### config.mk
export PLATFORM = sky130hd
export DESIGN_NAME = gobou_serializer_flat
export DESIGN_NICKNAME = d
export VERILOG_FILES = /design/src/rtl/gobou_serializer_if.sv /design/src/rtl/gobou_serializer.sv /design/src/flat_wrapper.sv
export SDC_FILE = /design/constraint.sdc
export NUM_CORES = 1
export LEC_CHECK = 0
export BUFFER_PORTS_ARGS = -buffer_cell sky130_fd_sc_hd__buf_2
export CAP_MARGIN = 20
export CORE_MARGIN = 3
export CORE_UTILIZATION = 36
export CTS_BUF_LIST = sky130_fd_sc_hd__clkbuf_4
export DETAILED_ROUTE_END_ITERATION = 12
export GPL_ROUTABILITY_DRIVEN = 0
export GPL_TIMING_DRIVEN = 0
export PLACE_DENSITY = 0.62
export SETUP_SLACK_MARGIN = 0.3
export SLEW_MARGIN = 20
export SYNTH_ARGS = -nofsm -noshare
export SYNTH_HDL_FRONTEND = slang
export SYNTH_SLANG_ARGS = --single-unit
### constraint.sdc
create_clock -name clk -period 3.39 [get_ports clk]
set_input_delay 0.1695 -clock clk [delete_from_list [all_inputs] [get_ports clk]]
set_output_delay 0.1695 -clock clk [all_outputs]
set_load 0.05 [all_outputs]
### src/rtl/gobou_serializer_if.sv
// Stream bundle for gobou_serializer: parallel vector in, one word per beat out.
// The slave modport is the serializer's view; master is the environment's.
interface gobou_serializer_if #(
    parameter int unsigned DWIDTH = 16,
    parameter int unsigned LANES  = 16,
    parameter int unsigned CWIDTH = $clog2(LANES + 1)
);
    logic                     in_valid;
    logic                     in_ready;
    logic [LANES*DWIDTH-1:0]  in_data;
    logic [CWIDTH-1:0]        in_count;
    logic                     out_valid;
    logic                     out_ready;
    logic signed [DWIDTH-1:0] out_data;
    logic [CWIDTH-1:0]        out_idx;
    logic                     out_last;

    modport master (
        output in_valid, in_data, in_count, out_ready,
        input  in_ready, out_valid, out_data, out_idx, out_last
    );

    modport slave (
        input  in_valid, in_data, in_count, out_ready,
        output in_ready, out_valid, out_data, out_idx, out_last
    );
endinterface

### src/rtl/gobou_serializer.sv
// Parallel-to-serial converter: captures LANES signed words in one cycle and
// emits them lane 0 first on a valid/ready stream, with flush and partial vectors.
module gobou_serializer #(
    parameter int unsigned DWIDTH = 16,
    parameter int unsigned LANES  = 16,
    parameter int unsigned CWIDTH = $clog2(LANES + 1)
) (
    input  logic              clk,
    input  logic              xrst,
    input  logic              flush,
    output logic              busy,
    gobou_serializer_if.slave bus
);

    typedef enum logic [0:0] {StIdle, StShift} state_e;

    state_e                   state_q, state_d;
    logic signed [DWIDTH-1:0] lane_q [LANES];
    logic signed [DWIDTH-1:0] lane_d [LANES];
    logic [CWIDTH-1:0]        remain_q, remain_d;
    logic [CWIDTH-1:0]        idx_q, idx_d;
    logic [CWIDTH-1:0]        cnt_eff;

    logic out_valid;
    logic out_last;
    logic in_ready;
    logic load;
    logic advance;
    logic finish;

    // Zero or out-of-range counts mean a full vector.
    always_comb begin
        cnt_eff = bus.in_count;
        if (bus.in_count == '0 || bus.in_count > CWIDTH'(LANES)) begin
            cnt_eff = CWIDTH'(LANES);
        end
    end

    assign out_valid = (state_q == StShift);
    assign out_last  = out_valid && (remain_q == CWIDTH'(1));
    assign in_ready  = !flush && ((state_q == StIdle) || (out_valid && bus.out_ready && out_last));

    assign load    = bus.in_valid && in_ready;
    assign advance = out_valid && bus.out_ready && !out_last;
    assign finish  = out_valid && bus.out_ready && out_last;

    assign bus.in_ready  = in_ready;
    assign bus.out_valid = out_valid;
    assign bus.out_last  = out_last;
    assign bus.out_data  = lane_q[0];
    assign bus.out_idx   = idx_q;
    assign busy          = out_valid;

    // Flush beats load, load beats shift; load during the last beat skips IDLE.
    always_comb begin
        state_d  = state_q;
        remain_d = remain_q;
        idx_d    = idx_q;
        for (int unsigned i = 0; i < LANES; i++) begin
            lane_d[i] = lane_q[i];
        end

        if (flush) begin
            state_d  = StIdle;
            remain_d = '0;
            idx_d    = '0;
            for (int unsigned i = 0; i < LANES; i++) begin
                lane_d[i] = '0;
            end
        end else if (load) begin
            state_d  = StShift;
            remain_d = cnt_eff;
            idx_d    = '0;
            for (int unsigned i = 0; i < LANES; i++) begin
                lane_d[i] = bus.in_data[i*DWIDTH +: DWIDTH];
            end
        end else if (advance) begin
            remain_d = remain_q - CWIDTH'(1);
            idx_d    = idx_q + CWIDTH'(1);
            for (int unsigned i = 0; i < LANES - 1; i++) begin
                lane_d[i] = lane_q[i+1];
            end
            lane_d[LANES-1] = '0;
        end else if (finish) begin
            state_d  = StIdle;
            remain_d = '0;
            idx_d    = '0;
            for (int unsigned i = 0; i < LANES; i++) begin
                lane_d[i] = '0;
            end
        end
    end

    always_ff @(posedge clk or negedge xrst) begin
        if (!xrst) begin
            state_q  <= StIdle;
            remain_q <= '0;
            idx_q    <= '0;
            for (int unsigned i = 0; i < LANES; i++) begin
                lane_q[i] <= '0;
            end
        end else begin
            state_q  <= state_d;
            remain_q <= remain_d;
            idx_q    <= idx_d;
            for (int unsigned i = 0; i < LANES; i++) begin
                lane_q[i] <= lane_d[i];
            end
        end
    end

endmodule

### src/flat_wrapper.sv
// flat-port wrapper written by rule: the top's interface ports become plain ports
module gobou_serializer_flat 
#(
    parameter int unsigned DWIDTH = 16,
    parameter int unsigned LANES  = 16,
    parameter int unsigned CWIDTH = $clog2(LANES + 1)
)
  (clk, xrst, flush, busy, bus_in_valid, bus_in_data, bus_in_count, bus_out_ready, bus_in_ready, bus_out_valid, bus_out_data, bus_out_idx, bus_out_last);
  gobou_serializer_if #(.DWIDTH(DWIDTH), .LANES(LANES), .CWIDTH(CWIDTH)) bus_i ();
  input  logic clk;
  input  logic xrst;
  input  logic flush;
  output logic busy;
  input wire logic [$bits(bus_i.in_valid)-1:0] bus_in_valid;
  input wire logic [$bits(bus_i.in_data)-1:0] bus_in_data;
  input wire logic [$bits(bus_i.in_count)-1:0] bus_in_count;
  input wire logic [$bits(bus_i.out_ready)-1:0] bus_out_ready;
  output wire logic [$bits(bus_i.in_ready)-1:0] bus_in_ready;
  output wire logic [$bits(bus_i.out_valid)-1:0] bus_out_valid;
  output wire logic [$bits(bus_i.out_data)-1:0] bus_out_data;
  output wire logic [$bits(bus_i.out_idx)-1:0] bus_out_idx;
  output wire logic [$bits(bus_i.out_last)-1:0] bus_out_last;
  assign bus_i.in_valid = bus_in_valid;
  assign bus_i.in_data = bus_in_data;
  assign bus_i.in_count = bus_in_count;
  assign bus_i.out_ready = bus_out_ready;
  assign bus_in_ready = bus_i.in_ready;
  assign bus_out_valid = bus_i.out_valid;
  assign bus_out_data = bus_i.out_data;
  assign bus_out_idx = bus_i.out_idx;
  assign bus_out_last = bus_i.out_last;
  gobou_serializer #(.DWIDTH(DWIDTH), .LANES(LANES), .CWIDTH(CWIDTH)) u_core (.clk(clk), .xrst(xrst), .flush(flush), .busy(busy), .bus(bus_i));
endmodule
## After elaboration in Yosys (flattened, before gate mapping)

Index checks and enable logic that the tools add are counted.

| cells by class | value |
|---|---|
| equality and inequality tests | 2 |
| $add $sub $neg | 2 |
| bitwise logic cells | 1 |
| reduce and logical (&&, ||, !) cells | 14 |
| $lt $le $gt $ge | 1 |
| mux-type cells | 16 |

Operators with widths:

| operator | count |
|---|---|
| $mux 256 | 4 |
| $mux 5 | 8 |
| $logic_and 1x1->1 | 6 |
| $add 5x1->5 const B | 1 |
| $eq 5x1->1 const B | 1 |
| $gt 5x5->1 const B | 1 |
| $logic_not 5->1 | 1 |
| $sub 5x1->5 const B | 1 |
| $mux 1 | 4 |
| $reduce_bool 4->1 | 1 |
| $ne 3x2->1 const B | 1 |
| $reduce_bool 3->1 | 1 |
| $logic_not 1->1 | 2 |
| $logic_or 1x1->1 | 2 |
| $reduce_and 2->1 | 1 |
| $not 1->1 | 1 |

| word-level totals | value |
|---|---|
| bits in registers | 267 |
| output and inout port bits | 25 |

## Logic depth before layout (Yosys ltp)

| depth | value |
|---|---|
| word-level depth | 8 |
| mapped depth | 9 |
| gate-level depth less buffers | 6 |

## Worst setup path before layout

No wires, ideal clock.

| timing path | value |
|---|---|
| path type | register -> register |
| from | register u_core.state_q, in the netlist u_core.bus.out_valid |
| to | register u_core.lane_q, in the netlist u_core.bus.out_data[0] |
| slack | 1262 ps |
| setup time | 74 ps |
| arrival | 2054 ps |
| period minus slack after synthesis | 2128 ps |
| buffers on the path | 2 |
| cell stages (with the launch flop) | 7 |
| cells stage by stage | dfrtp_1 mux2_2 nor2_2 buf_2 clkbuf_1 a22oi_1 o21ai_2 |

| on the way | value |
|---|---|
| longest elaborated chain between the ends | 7 |
| elaborated cells between the ends (all ways) | 13 |

Ends and longest elaborated chain:

| element | line | text |
|---|---|---|
| start: declaration | gobou_serializer.sv:17 | `state_e state_q, state_d;` |
| start signal: assignment | gobou_serializer.sv:96 | `state_q <= StIdle;` |
| start signal: assignment | gobou_serializer.sv:103 | `state_q <= state_d;` |
| $logic_and 1x1->1 (on tied branches) | n/a |  |
| $logic_and 1x1->1 | gobou_serializer.sv:41, gobou_serializer.sv:45 |  |
| $logic_or 1x1->1 | gobou_serializer.sv:41 | `assign in_ready = !flush && ((state_q == StIdle) \|\| (out_valid && bus.out_ready && out_last));` |
| $logic_and 1x1->1 | gobou_serializer.sv:41 |  |
| $logic_and 1x1->1 | gobou_serializer.sv:43 | `assign load = bus.in_valid && in_ready;` |
| $mux 256 | gobou_serializer.sv:70 | `end else if (load) begin` |
| $mux 256 | gobou_serializer.sv:63 | `if (flush) begin` |
| end signal: indexed assignment | gobou_serializer.sv:107 | `lane_q[i] <= lane_d[i];` |
| end: declaration | gobou_serializer.sv:18 | `logic signed [DWIDTH-1:0] lane_q [LANES];` |

Several ways; a longest one is shown, not always the timed one.
A chain may end at the register's enable or synchronous reset.

## Worst setup path after layout

Same ends and word-level chain as after synthesis.

==> impl_results.md <==
* Setup tns final at 0 ns
* Clock tree from TritonCTS: built
* Number of buffers created by CTS at 74
* Slew of the pin with the lowest slew margin at roughly 0.77 ns
* Type of element launching the critical path: flop
* Count of distinct cell types in the synthesized netlist at 36
* Combinational Power Share at 0.150
* CP Max Fanout at 10
* Most common library cell in the layout ignoring fill and taps: buf_2
* Total setup buffers inserted after CTS at 0
* Instance count of the mapped netlist at roughly 1200
* Critical path arrival at 3.31 ns
* Wire length per cell at between 15 and 20 um
* Cell row count at 65
* Number of ports placed on the die boundary at approximately 290
* Switching power at roughly 2.1 mW
* Placeable core region at between 30000 and 40000 um2
* Power share of the sequential group at 0.458
* Horiz. Die Dim at ~190 um
* Post-layout total power at a little under 8 mW
* Starting Density at 0.371
* Clock share of power at 0.392
* Number of antenna violations at the first check in global routing at 1
* Die extent in y at approximately 190 um
* Final HPWL DP at approximately 27000 um
* Worst Hold Slack at roughly 0.068 ns
* Relative max-transition margin at 0.488
* Max-cap viol count at 0
* Resized cells post-CTS at 0
* First-pass GRT wire length at 65600 um
* Total power per unit cell area at about 440 nW/um2
* Max VDD drop at 0.249 mV
* Leakage component of the power at 8.98 nW
* Worst setup path class: reg -> reg
* Clk Latency, worst-skew pair at ~0.7 ns
* Cell area reported after detailed placement at 14000 um2
* Internal portion of total power at 5.64 mW
* Required arrival time at the worst endpoint at a little under 4 ns
* Nets in the synthesized netlist at 1430
* H-tree lvl count at 3
* Capturing element type of the critical path: flop
* Grt ovf at 0
* Count of pins over their slew limit at 0
* Post-route clock skew at 0.0457 ns
* Vias in the first global route at approximately 12000
* Clock edge transition at the registers on the reported setup and hold paths at around 0.060 ns
* Portion of the clock cycle consumed by the worst path in the final layout at 0.809
* Net switching fraction of the power at 0.275
* Layout Area Growth over Synthesis at 48.3%
* Antenna Nets Post-Route at 0
* Number of hold violations in the final report at 0
* Count of yosys warnings during synthesis at 0
* Iteration count of the initial detailed-routing pass at 7
* Seq cells post-synth at between 200 and 300
* All-Layer GR Usage at 0.231
* Class of the most critical hold timing path: in -> async
* Final critical delay including setup and external delays at about 2.7 ns
* Pin count of the biggest net entering global routing at 101
* Maximum count of clock buffers along a single path at 3
* Nets at approximately 2100
* Synth area leaders: dfrtp_1 56%, a22oi_1 15%, inv_1 7.7%
* First-iteration detailed-routing DRC count at 749
* Highest Clock Rate at 365 MHz
* Result of the run: completed
* Total length of routed wires at slightly above 40000 um
* Fraction of the yosys area taken by sequential cells at 0.562
* FF/Latch Area at between 6000 and 7000 um2
* Area of combinational cells with multiple inputs at roughly 3700 um2
* Share of the synthesized area in the top cell type at 0.562
* Total of hold buffers inserted after clock tree synthesis at between 200 and 300
* # DRC at 0
* Setup violations, final at 0
* Final instance area at around 18000 um2
* DIE AREA at ~35000 um2
* Dominant cell type by area after synthesis: dfrtp_1
* Commonest cells after routing, fill and taps aside: 310 x buf_2, 267 x dfrtp_1, 265 x dlygate4sd3_1, 243 x inv_1, 240 x a22oi_1
* Fraction of final layout cells sized beyond drive strength 1 at 0.279
* Post-synthesis area per instance at approximately 10 um2
* CTS Root Cell: clkbuf_4
* Clock Sinks at 267
* Post-detailed-route via-to-cell ratio at roughly 5
* Port Buf Inserts at 290
* RSZ-0062 raised after global routing: false
* Synth Cell Area at ~12000 um2
* # fillers at ~2800
* Vias at roughly 11000
-- final timing paths --
kind / from / end / slack, ns / cells after the start
worst max register to register: u_core.bus.out_valid$_DFFE_PN0P_ / u_core.bus.out_data[0]$_DFFE_PN0P_ / 0.65 / 6
worst min-delay path: xrst / u_core.bus.out_data[11]$_DFFE_PN0P_ / 0.07 / 3
worst min register to register: u_core.lane_q[227]$_DFFE_PN0P_ / u_core.bus.out_data[3]$_DFFE_PN0P_ / 0.49 / 2
worst max-delay path: u_core.bus.out_valid$_DFFE_PN0P_ / u_core.bus.out_data[0]$_DFFE_PN0P_ / 0.65 / 6
max in group asynchronous: xrst / u_core.lane_q[17]$_DFFE_PN0P_ / 2.40 / 4
min in group clk: bus_in_count[1] / u_core.remain_q[1]$_DFFE_PN0P_ / 0.08 / 3
-- synthesized netlist by cell type, drive strengths merged --
master,count
o221a,1
a311o,1
nand2,4
ha,4
mux2,1
a21boi,1
dfrtp,267
o221ai,1
a22oi,240
nand2b,1
o21ai,243
o2111ai,2
nor2,11
nor2b,1
a211o,3
or3,1
or2,1
or4b,1
a22o,17
and2,1
or4,2
a21oi,2
clkbuf,36
buf,65
xor2,4
o31ai,1
nor4b,4
nor3,1
inv,243
-- sequential cells by signal (all words and copies together) (netlist names) --
signal,count
u_core.bus.out_idx,5
u_core.bus.out_valid,1
u_core.lane_q,240
u_core.bus.out_data,16
u_core.remain_q,5
-- power by group through the flow --
stage	sequential (mW)	clock [mW]	combinational, mW
floorplan	3.56	0	0.505
global placement	3.62	0	0.885
detailed placement	3.62	0	0.911
CTS	3.56	3.11	1.15
global route	3.58	3.27	1.28
finish	3.56	3.05	1.16
-- layer usage --
layer  GRT usage  vias to the layer above  wire length [um]  part of all wire
met5           0                        -                 0                 0
met4      0.0834                        0              1230             0.030
met3      0.0452                       91              2410             0.059
met2       0.392                      444             20400              0.50
met1       0.293                     5556             17100              0.42
li1            -                     5358                 -                 -
-- metrics by stage --
stage | std cells | setup slack (ns) | util
after floorplan | 1160 | 1.26 | -
after global placement | 1885 | -2.83 | 0.433
after detailed placement | 1888 | 0.630 | 0.436
after CTS | 2283 | 0.616 | 0.550
after global routing | 2284 | 0.474 | 0.550
final | 2284 | 0.648 | 0.550
-- layout make-up --
type | count | area share
clock inverters | 15 | 0.00703
inverters | 243 | 0.0517
diodes | 1 | 0.000142
multi-input cells | 549 | 0.208
flip-flops and latches | 267 | 0.379
well taps | 435 | 0.0309
repair buffers | 559 | 0.239
clock buffers | 114 | 0.0485
plain buffers | 101 | 0.0360
-- worst max-delay path: stages (launching register included) --
cell and delay, ns:
dfrtp_1 0.46, mux2_2 0.42, nor2_2 0.52, buf_2 0.33, clkbuf_1 0.61, a22oi_1 0.23
o21ai_2 0.09
-- cell families after synthesis --
group / Yosys count / share of synthesized area
and+or+nand+nor: 28 / 0.0147
buffers and inverters: 344 / 0.130
AOI/OAI and AO/OA: 512 / 0.285
xor gates and xnor gates: 4 / 0.00295
DFF: 267 / 0.562
muxes: 1 / 0.000947
adders and majority gates: 4 / 0.00421
(Power assumes the default switching activity.)
